## src/rtl/mul_seq_pkg.sv

```systemverilog
// Shared definitions for the sequential shift-add multiplier.
package mul_seq_pkg;

  // Controller states; the encodings are fixed so other blocks can decode them.
  typedef enum logic [1:0] {
    IDLE = 2'd0,
    RUN  = 2'd1,
    DONE = 2'd2
  } state_t;

endpackage

```

## src/rtl/mul_seq_addern.sv

```systemverilog
// n-bit ripple-carry adder, shared by the multiplier datapath.
module addern #(
  parameter int n = 8
) (
  input  logic [n-1:0] a,
  input  logic [n-1:0] b,
  input  logic         ci,
  output logic [n-1:0] sum,
  output logic         co,
  output logic         ovf
);

  logic [n:0] carry;

  assign carry[0] = ci;

  // One full adder per bit, carry rippling from LSB to MSB.
  generate
    for (genvar gi = 0; gi < n; gi++) begin : g_fa
      assign sum[gi]       = a[gi] ^ b[gi] ^ carry[gi];
      assign carry[gi + 1] = (a[gi] & b[gi]) | (carry[gi] & (a[gi] ^ b[gi]));
    end
  endgenerate

  assign co  = carry[n];
  // Signed overflow: carry into the MSB differs from carry out of it.
  assign ovf = carry[n] ^ carry[n-1];

endmodule

```

## src/rtl/mul_seq.sv

```systemverilog
// Unsigned sequential shift-add multiplier: one addition per cycle,
// n RUN cycles per operation, exact 2n-bit product.
module mul_seq
  import mul_seq_pkg::*;
#(
  parameter int n = 8
) (
  input  logic           clk,
  input  logic           rst_n,
  input  logic           start,
  input  logic [n-1:0]   a,
  input  logic [n-1:0]   b,
  output logic           busy,
  output logic           done,
  output logic [2*n-1:0] product
);

  localparam int CW = $clog2(n + 1);

  state_t         state;
  state_t         state_next;
  logic [n-1:0]   mcand;
  logic [n-1:0]   hi;
  logic [n-1:0]   lo;
  logic [n-1:0]   sum;
  logic           co;
  logic           ovf_unused;
  logic [CW-1:0]  cnt;
  logic           last;
  logic           accept;
  logic [2*n-1:0] shifted;

  // Single shared adder: partial product high half plus multiplicand.
  addern #(.n(n)) u_add (
    .a   (hi),
    .b   (mcand),
    .ci  (1'b0),
    .sum (sum),
    .co  (co),
    .ovf (ovf_unused)
  );

  assign last   = (cnt == CW'(n - 1));
  assign accept = start && ((state == IDLE) || (state == DONE));
  // Next {hi,lo}: add the multiplicand when the current multiplier bit is set,
  // then shift right one place, the adder carry becoming the new MSB.
  assign shifted = lo[0] ? {co, sum, lo[n-1:1]} : {1'b0, hi, lo[n-1:1]};

  // State register.
  always_ff @(posedge clk or negedge rst_n) begin
    if (!rst_n) begin
      state <= IDLE;
    end else begin
      state <= state_next;
    end
  end

  // Next-state decode and status outputs; start is only honoured outside RUN.
  always_comb begin
    state_next = state;
    busy       = 1'b0;
    done       = 1'b0;
    case (state)
      IDLE: begin
        if (start) state_next = RUN;
      end
      RUN: begin
        busy = 1'b1;
        if (last) state_next = DONE;
      end
      DONE: begin
        done       = 1'b1;
        state_next = start ? RUN : IDLE;
      end
      default: state_next = IDLE;
    endcase
  end

  // Datapath: operand capture, shift-add iteration and result latch.
  always_ff @(posedge clk or negedge rst_n) begin
    if (!rst_n) begin
      mcand   <= '0;
      hi      <= '0;
      lo      <= '0;
      cnt     <= '0;
      product <= '0;
    end else if (accept) begin
      mcand <= a;
      hi    <= '0;
      lo    <= b;
      cnt   <= '0;
    end else if (state == RUN) begin
      {hi, lo} <= shifted;
      cnt      <= cnt + CW'(1);
      if (last) product <= shifted;
    end
  end

endmodule

```

## config.mk

```make
export PLATFORM = sky130hd
export DESIGN_NAME = mul_seq
export DESIGN_NICKNAME = d
export VERILOG_FILES = /design/src/rtl/mul_seq_pkg.sv /design/src/rtl/mul_seq_addern.sv /design/src/rtl/mul_seq.sv
export SDC_FILE = /design/constraint.sdc
export NUM_CORES = 1
export LEC_CHECK = 0
export ABC_AREA = 1
export CORE_MARGIN = 2
export CORE_UTILIZATION = 49
export CTS_BUF_LIST = sky130_fd_sc_hd__clkbuf_2
export CTS_CLUSTER_SIZE = 40
export DETAILED_ROUTE_END_ITERATION = 10
export GPL_TIMING_DRIVEN = 0
export PLACE_DENSITY = 0.84
export SLEW_MARGIN = 0
export SYNTH_ARGS = -nofsm -noshare
export SYNTH_HDL_FRONTEND = slang
export SYNTH_SLANG_ARGS = --single-unit
```

## constraint.sdc

```tcl
create_clock -name clk -period 3.6 [get_ports clk]
set_clock_uncertainty 0.15 [all_clocks]
set_input_delay 1.08 -clock clk [delete_from_list [all_inputs] [get_ports clk]]
set_output_delay 1.08 -clock clk [all_outputs]
set_load 0.01 [all_outputs]
```

==> impl_metrics.json <==
{
  "crit_path_end_kind": "flip-flop",
  "port-buffer-count": 36,
  "cts_tree": "yes",
  "diodes": 0,
  "p_total_mw": 2.43,
  "finalInstanceArea_sq_um": 2720,
  "multi_input_area_sq_um": 853,
  "layout-drive-gt1-share": 0.148,
  "drt_wl_total_um": 4480,
  "viasPerCell": 4.97,
  "cts_hold_buf": 0,
  "slew_viol_final": 0,
  "clockBufferDepth": 2,
  "p_per_area_nw_per_um2": 895,
  "crit_top_cell": "fa_2",
  "vias": 1701,
  "cts-root-buf": "clkbuf_2",
  "synth_area_sq_um": 2180,
  "routedWlPerCell_um": 13.1,
  "whs_ns": 0.359,
  "min_period_over_period": 1.02,
  "dieArea_sq_um": 5000,
  "track_usage": 0.195,
  "grt_pass1_wl_um": 7600,
  "clk-insertion-delay-late_ns": 0.43,
  "cp_max_fo": 2,
  "grt_pass1_vias": 1678,
  "final_core_util": 0.628,
  "p_leak_nw": 1.32,
  "cp_cell_sequence": "ha_2, inv_2, fa_2, fa_2, fa_2, fa_2, fa_2, fa_2, inv_2, fa_1, nand2_1, o21ai_2, nand2_1, o21ai_1",
  "ant_nets": 0,
  "placementRows": 24,
  "crit_slowest_cell": "dfrtp_1",
  "dr.pass1.iters": 4,
  "grt_start_max_net_pins": 26,
  "status": "complete, but fails checks",
  "maxCapViolCount": 0,
  "slew_headroom": 0.668,
  "fmax_ghz": 0.273,
  "initial_core_util": 0.505,
  "syn_nets": 272,
  "rr_worst_depth": 14,
  "fin_crit_ns": 3.66,
  "crit_buf_inv": 2,
  "cts_sinks": 46,
  "crit_arrival_ns": 3.83,
  "grt_overflow": 0,
  "fp.dieH_um": 70.7,
  "yosysWarnings": 0,
  "synth_top_family_by_area": "simple AND/OR/NAND/NOR gates",
  "dr.first_iter.drc_count": 143,
  "synth_seq_cells": 46,
  "cp_slowest_stage_delay_ns": 0.41,
  "fillers": 365,
  "hold_viol": 0,
  "area_growth_pct": 24.5,
  "seqCellArea_sq_um": 1150,
  "violations": "negative setup slack",
  "layout_setup_ws_ns": -0.0573,
  "synth_xor_area_frac": 0,
  "htree_num_levels": 2,
  "netlist_instances": 244,
  "hpwl_um": 3210,
  "path_clk_slew_ns": 0.23,
  "synth_adder_area_share": 0.0757,
  "fin_nets": 318,
  "worst-path-stages": 14,
  "dieWidth_um": 70.7,
  "synth_compound_area_frac": 0.0843,
  "ir_drop_uv": 377,
  "hold_path.class": "reg2reg",
  "drc_errors": 0,
  "core_sq_um": 4320,
  "crit_required_ns": 3.77,
  "synthSimpleGateAreaFrac": 0.221,
  "muxShareOfSynthArea": 0,
  "rsz0062_at_grt": "true",
  "setup.worst_path.start_class": "flip-flop",
  "antenna_found_initial": 0,
  "io_pins": 37,
  "ys_types": 20,
  "path_delay_family": "adder cells",
  "setup_viol": 2,
  "place.gp.congestion": 0.787,
  "seq_area_frac_synth": 0.528,
  "cts-buffers-inserted": 5,
  "criticalPathCategory": "reg2reg",
  "tightest_slew_ns": 0.498,
  "setup_tns_ns": -0.0705,
  "syn_avg_cell_area_sq_um": 8.94,
  "dpl_cell_area_sq_um": 2630,
  "hold_depth": 2
}
[sequential cells by signal, indices dropped and copies added (netlist names)]
register / cells
cnt: 4
hi: 8
lo: 8
mcand: 8
product: 16
state: 2
[per-stage QoR]
stage,worst slack [ns],cells
6_report,-0.0573,342
5_1_grt,-0.175,342
4_1_cts,-0.0596,341
3_5_place_dp,-0.198,333
3_3_place_gp,-0.173,332
2_1_floorplan,0.00613,244
[tightest hold or removal path, cell delays in order (launching register included)]
cell	delay, ns
dfrtp_1	0.40
nand2_1	0.05
nand2_1	0.05
[where the power goes]
part,internal [mW],leakage [nW],switching (mW)
Combinational,0.558,0.712,0.682
Sequential,0.764,0.568,0.152
Clock,0.112,0.0365,0.163
[worst paths after layout]
kind                       slack (ns)    endpoint       start
hold / removal                   0.36  product[0]  product[0]
max in group asynchronous        2.36    mcand[0]       rst_n
min in group asynchronous        0.42  product[7]       rst_n
setup / recovery                -0.06       hi[6]       hi[0]
setup reg to reg                -0.06       hi[6]       hi[0]
hold reg to reg                  0.36  product[0]  product[0]
[synth_stat cells]
| cell | number | area, sq um |
|---|---|---|
| nor2_1 | 6 | 22.5 |
| nand3b_1 | 1 | 7.51 |
| nand2_2 | 3 | 18.8 |
| o22ai_1 | 1 | 6.26 |
| clkbuf_8 | 1 | 13.8 |
| o21ai_0 | 17 | 85.1 |
| nor2_2 | 1 | 6.26 |
| a21oi_1 | 1 | 5.00 |
| inv_1 | 23 | 86.3 |
| fa_1 | 7 | 140 |
| buf_6 | 6 | 67.6 |
| o21ai_2 | 6 | 52.6 |
| inv_2 | 2 | 7.51 |
| buf_2 | 3 | 15.0 |
| ha_1 | 2 | 25.0 |
| nand3_1 | 12 | 60.1 |
| nand2_1 | 98 | 368 |
| o21ai_1 | 7 | 35.0 |
| dfrtp_1 | 46 | 1150 |
| inv_6 | 1 | 8.76 |
[area by class of cell]
cell class,instances,area share
clock buffer,5,0.00921
tap,52,0.0239
buffer,10,0.0355
inverter,26,0.0378
multi-input combinational,162,0.314
timing repair buffer,39,0.144
sequential,46,0.424
clock inverter,2,0.0124
[cells in the final DEF (no fill, tap or decap), types with 2 or more instances in the layout]
cell type	n
buf_2	4
buf_4	2
buf_6	6
clkbuf_2	5
clkdlybuf4s50_1	35
dfrtp_1	46
fa_2	6
inv_1	21
inv_2	4
nand2_1	98
nand2_2	3
nand3_1	12
nor2_1	6
o21ai_0	15
o21ai_1	8
o21ai_2	7
[routing by layer]
metal / up-vias / track usage / wire (um)
met5: - / 0 / 0
met4: 0 / 0.0922 / 93
met3: 8 / 0.0442 / 296
met2: 59 / 0.296 / 2100
met1: 786 / 0.267 / 1990
li1: 848 / - / -
[timing repair]
item | 4_1_cts | 5_1_grt
setup endpoints to repair | 2 | 2
resized for setup | 8 | 0
buffers inserted | 1 | 1
[kinds of logic after synthesis]
kind of cell / after synthesis
adders and majority gates: 9
AOI/OAI and AO/OA: 32
buffers and inverters: 36
and+or+nand+nor: 121
DFF: 46
(Power assumes the default switching activity.)
